===== src/rtl/bytes_to_bridge_pkg.sv =====
// Shared types for the byte-wide bridge read path.
// Used by bytes_to_bridge and rd_tag_pipe.
package bytes_to_bridge_pkg;

  typedef enum logic [1:0] {
    IDLE,
    ISSUE,
    WAIT
  } state_e;

  localparam int BYTES_PER_WORD  = 4;
  localparam int MAX_MEM_LATENCY = 4;

  typedef logic [1:0] lane_t;

  localparam lane_t LAST_LANE = lane_t'(BYTES_PER_WORD - 1);

  typedef struct packed {
    logic  valid;
    lane_t lane;
  } rd_tag_t;

endpackage


===== src/rtl/rd_tag_pipe.sv =====
// Latency-matched shift register of {valid, lane} tags.
// The output tag lines up with the memory's returned byte.
module rd_tag_pipe
  import bytes_to_bridge_pkg::*;
#(
  parameter int DEPTH = 1
) (
  input  logic    clk,
  input  logic    reset_n,
  input  rd_tag_t tag_i,
  output rd_tag_t tag_o
);

  rd_tag_t [DEPTH-1:0] pipe_q;

  generate
    if (DEPTH == 1) begin : g_one
      always_ff @(posedge clk or negedge reset_n) begin
        if (!reset_n) begin
          pipe_q <= '0;
        end else begin
          pipe_q[0] <= tag_i;
        end
      end
    end else begin : g_many
      always_ff @(posedge clk or negedge reset_n) begin
        if (!reset_n) begin
          pipe_q <= '0;
        end else begin
          pipe_q <= {pipe_q[DEPTH-2:0], tag_i};
        end
      end
    end
  endgenerate

  assign tag_o = pipe_q[DEPTH-1];

endmodule


===== src/rtl/bytes_to_bridge.sv =====
// 32-bit bridge read built from four byte reads.
// BYTES_TO_BRIDGE_BIG_ENDIAN_EN selects big-endian lanes.
module bytes_to_bridge
  import bytes_to_bridge_pkg::*;
#(
  parameter int MEM_LATENCY = 1
) (
  input  logic        clk,
  input  logic        reset_n,
  input  logic [31:0] bridge_addr,
  input  logic        bridge_rd,
  output logic [31:0] bridge_rd_data,
  output logic        bridge_rd_valid,
  output logic        busy,
  output logic [31:0] mem_address,
  output logic        mem_rd,
  input  logic [7:0]  mem_rd_data
);

  state_e      state_q, state_d;
  logic [31:0] base_q;
  lane_t       k_q, k_d;
  logic        mem_rd_q, mem_rd_d;
  logic [31:0] mem_addr_q, mem_addr_d;
  lane_t       lane_d;
  logic [7:0]  lane0_q, lane1_q, lane2_q;
  logic [31:0] rd_data_q, word_d;
  logic        rd_valid_q;
  logic        accept;
  logic        last_cap;
  rd_tag_t     tag_in, tag_out;

  assign accept   = (state_q == IDLE) && bridge_rd;
  assign last_cap = tag_out.valid && (tag_out.lane == LAST_LANE);

  always_ff @(posedge clk or negedge reset_n) begin
    if (!reset_n) begin
      state_q <= IDLE;
    end else begin
      state_q <= state_d;
    end
  end

  always_comb begin
    state_d = state_q;
    unique case (state_q)
      IDLE:    if (bridge_rd) state_d = ISSUE;
      ISSUE:   if (k_q == LAST_LANE) state_d = WAIT;
      WAIT:    if (last_cap) state_d = IDLE;
      default: state_d = IDLE;
    endcase
  end

  always_comb begin
    mem_rd_d   = 1'b0;
    mem_addr_d = mem_addr_q;
    lane_d     = k_q;
    k_d        = k_q;
    unique case (1'b1)
      accept: begin
        mem_rd_d   = 1'b1;
        mem_addr_d = bridge_addr;
        lane_d     = '0;
        k_d        = lane_t'(1);
      end
      (state_q == ISSUE): begin
        mem_rd_d   = 1'b1;
        mem_addr_d = base_q + 32'(k_q);
        k_d        = k_q + lane_t'(1);
      end
      default: ;
    endcase
  end

  assign busy = (state_q != IDLE);

  // Tag enters the pipe on the edge its request is registered
  assign tag_in = '{valid: mem_rd_d, lane: lane_d};

  rd_tag_pipe #(
    .DEPTH (MEM_LATENCY)
  ) u_tag_pipe (
    .clk     (clk),
    .reset_n (reset_n),
    .tag_i   (tag_in),
    .tag_o   (tag_out)
  );

`ifdef BYTES_TO_BRIDGE_BIG_ENDIAN_EN
  assign word_d = {lane0_q, lane1_q, lane2_q, mem_rd_data};
`else
  assign word_d = {mem_rd_data, lane2_q, lane1_q, lane0_q};
`endif

  always_ff @(posedge clk or negedge reset_n) begin
    if (!reset_n) begin
      base_q     <= '0;
      k_q        <= '0;
      mem_rd_q   <= 1'b0;
      mem_addr_q <= '0;
      lane0_q    <= '0;
      lane1_q    <= '0;
      lane2_q    <= '0;
      rd_data_q  <= '0;
      rd_valid_q <= 1'b0;
    end else begin
      if (accept) base_q <= bridge_addr;
      k_q        <= k_d;
      mem_rd_q   <= mem_rd_d;
      mem_addr_q <= mem_addr_d;
      if (tag_out.valid) begin
        case (tag_out.lane)
          2'd0:    lane0_q <= mem_rd_data;
          2'd1:    lane1_q <= mem_rd_data;
          2'd2:    lane2_q <= mem_rd_data;
          default: ;
        endcase
      end
      rd_valid_q <= last_cap;
      if (last_cap) rd_data_q <= word_d;
    end
  end

  assign mem_rd          = mem_rd_q;
  assign mem_address     = mem_addr_q;
  assign bridge_rd_data  = rd_data_q;
  assign bridge_rd_valid = rd_valid_q;

endmodule


===== config.mk =====
export PLATFORM = sky130hd
export DESIGN_NAME = bytes_to_bridge
export DESIGN_NICKNAME = d
export VERILOG_FILES = /design/src/rtl/bytes_to_bridge_pkg.sv /design/src/rtl/rd_tag_pipe.sv /design/src/rtl/bytes_to_bridge.sv
export SDC_FILE = /design/constraint.sdc
export NUM_CORES = 1
export LEC_CHECK = 0
export ABC_AREA = 1
export CAP_MARGIN = 0
export CORE_MARGIN = 2
export CORE_UTILIZATION = 47
export CTS_CLUSTER_SIZE = 8
export DETAILED_ROUTE_END_ITERATION = 10
export HOLD_SLACK_MARGIN = 0.03
export PLACE_DENSITY = 0.78
export SLEW_MARGIN = 5
export SYNTH_ARGS = -nofsm -noshare
export SYNTH_HDL_FRONTEND = slang
export SYNTH_SLANG_ARGS = --single-unit

===== constraint.sdc =====
create_clock -name clk -period 1.7 [get_ports clk]
set_input_delay 0.51 -clock clk [delete_from_list [all_inputs] [get_ports clk]]
set_output_delay 0.51 -clock clk [all_outputs]
set_load 0.01 [all_outputs]

==> impl_metrics.yaml <==
synthesis:
  synth.yosys.seq_area_share_pct: 54.3
  synth_seq_cells: 128
  synth_area_um2: 5890
  ys_top_cells_by_area: "dfrtp_1 (54%), nand2_1 (21%), o21ai_0 (5.7%)"
  syn_area_per_cell_um2: 7.95
  syn_inst: 741
  synth_top_area_share_pct: 54.3
  yosysWarningCount: 0
  synth_cell_types: 26
  syn-num-nets: 788
  synth_area_leader_cell: "dfrtp_1"
grt:
  grt_usage_pct: 24.1
  overflow: 0
  first_global_vias: 5279
  antenna_found_initial: 0
  grt_max_degree: 42
  grt_pass1_wl_um: 25000
worst_setup_path:
  path_class: "flip-flop to flip-flop"
  critPathBufInv: 3
  cpPeakStageDelay_ps: 380
  path_cells: "ha_2, inv_2, fa_2, buf_4, buf_4, nor2_4, nand2_1, nand2_1, nand3_1, nand2_1, nand2_1"
  worst_setup_path_start_kind: "flip-flop"
  worstSetupStartpoint: "base_q[0]"
  crit_arrival_ps: 2090
  path_common_cell: "nand2_1"
  reg2reg_to: "mem_address[26]"
  r2r_cells: 11
  cp-end-kind: "flip-flop"
  regToRegStartpoint: "base_q[0]"
  reg2reg_setup_slack_ps: -80
  critPathRequiredTime_ps: 2010
  cp_slowest_cell: "fa_2"
  worstPathMaxFanout: 3
  crit_family: "adder cells"
die:
  start_util_pct: 48.7
  die-area_um2: 13500
  fp.dieW_um: 116
  row_count: 40
  core_area_um2: 12100
  io_pins: 110
  die_h_um: 116
clocking:
  cts.path.max_buffers: 2
  cts-hold-fix-buffers: 0
  cts-root-buf: "clkbuf_16"
  h-tree-depth: 4
  cts_sinks: 128
  numCtsBuffers: 17
  cts_tree: "built"
  clock_latency_ps: 420
  clk_pin_slew_ps: 60
timing:
  hold_violations: 0
  rsz0062_at_grt: "yes"
  slew_headroom_pct: 64.0
  drv_slew: 0
  min_period_ps: 1780
  final.setup.tns_ps: -475
  fin_ws_ps: -83.7
  max_freq_ghz: 0.561
  worst_pin_slew_ps: 538
  setup_viol_count_final: 10
  fin_skew_ps: 8.46
  min_period_over_period_pct: 105
job:
  cap_violations: 0
outcome:
  outcome: "finished with violations"
  violations: "setup timing"
placed_design:
  gp_congestion: 0.935
  place_area_um2: 7350
  dp_hpwl_um: 10700
  io_buffers: 109
power_and_ir_drop:
  leakage_nw: 4.07
  peakVddDrop_mv: 0.734
  cellPowerDensity_nw_per_um2: 1890
routing:
  antenna_left: 0
  avgViaCountPerCell: 4.95
  post_drt_wl_per_cell_um: 14.3
  first_iter_violations: 407
  drcViolationCount: 0
  vias: 5250
  dr.pass1.iters: 5
  wirelength_um: 15100
final_layout:
  layout_commonest_cell: "nand2_1"
  diodes: 0
  drive_above_1_share_pct: 13.3
  syn_to_final_growth_pct: 36.0
  layout_common_cells: "nand2_1 (328), dfrtp_1 (128), dlygate4sd2_1 (66), o21ai_0 (63), inv_1 (51)"
  fin_area_um2: 8020
  fin_nets: 926
min_path:
  hp-class: "primary input to async pin"
## worst max path at each step
| stage | to | slack [ps] | cells after the start |
|---|---|---|---|
| 2_1_floorplan | mem_address[18] | 30 | 11 |
| 3_3_place_gp | mem_address[18] | -60 | 11 |
| 3_5_place_dp | mem_address[18] | -100 | 11 |
| 4_1_cts | mem_address[18] | -100 | 11 |
| 5_1_grt | mem_address[28] | -190 | 11 |
| 6_report | mem_address[26] | -80 | 11 |
## area by class of cell
type / count / area (um^2)
flip-flops and latches: 128 / 3200
well taps: 168 / 210
fillers: 1033 / 4090
clock inverters: 13 / 114
inverters: 61 / 234
clock buffers: 19 / 453
repair buffers: 143 / 1350
multi-input cells: 528 / 2450
## metrics by stage
stage | hold WS (ps) | util, % | setup slack, ps | std cells | power (mW)
global placement | 446 | 60.7 | -63.1 | 1021 | 11.9
floorplan | 214 | - | 33.5 | 741 | 8.95
finish | 37.2 | 66.2 | -83.7 | 1060 | 15.1
global route | 56.9 | 66.2 | -192 | 1060 | 16.3
CTS | 40.3 | 65.4 | -97.0 | 1058 | 15.1
detailed placement | 454 | 60.7 | -103 | 1021 | 12.1
## routing by layer
| layer | up-vias | share of wire (%) | global-route usage, % |
|---|---|---|---|
| li1 | 2581 | - | - |
| met1 | 2458 | 42 | 29.2 |
| met2 | 174 | 50 | 41.5 |
| met3 | 37 | 5.1 | 5.18 |
| met4 | 0 | 2.9 | 10.4 |
| met5 | - | 0 | 0 |
## power by group
group	leakage (nW)	switching (mW)	internal [mW]
registers	1.57	1.10	4.57
logic	2.24	3.47	2.58
clock network	0.267	1.34	2.08
## state kept, by name, indices dropped and copies added, names as in the netlist
register	flops
mem_rd	1
lane0_q	8
mem_address	32
base_q	32
k_q	2
state_q	2
lane2_q	8
u_tag_pipe.tag_o	2
bridge_rd_valid	1
lane1_q	8
bridge_rd_data	32
## cells in the mapped netlist
cell,count
o21ai_0,67
nand2_1,334
nand2_2,5
ha_1,3
buf_1,1
a21oi_1,6
buf_6,3
nand3_1,45
clkbuf_1,9
xnor2_1,1
nor2_4,8
clkbuf_2,1
nand2_4,2
dfrtp_1,128
nand4_1,1
inv_1,57
buf_2,8
nor2_1,37
fa_1,1
xor2_1,7
inv_2,4
buf_4,2
o211ai_1,2
o21ai_1,2
o21bai_1,1
nor2_2,6
## cells by family (layout without fill, tap and decap cells)
logic type / Yosys count / in the layout / synth area share [%]
AOI/OAI and AO/OA: 78 / 78 / 6.75
buffers and inverters: 85 / 236 / 6.11
DFF: 128 / 128 / 54.3
and+or+nand+nor: 438 / 438 / 30.6
xor gates and xnor gates: 8 / 8 / 1.19
adders and majority gates: 4 / 4 / 0.977
## repair_timing
item / in CTS / in global routing
buffers inserted: 5 / 2
gates cloned: 0 / 0
gates resized for setup: 83 / 28
endpoints found under the setup margin: 77 / 29
pin swaps: 7 / 12
(Power assumes the default switching activity.)
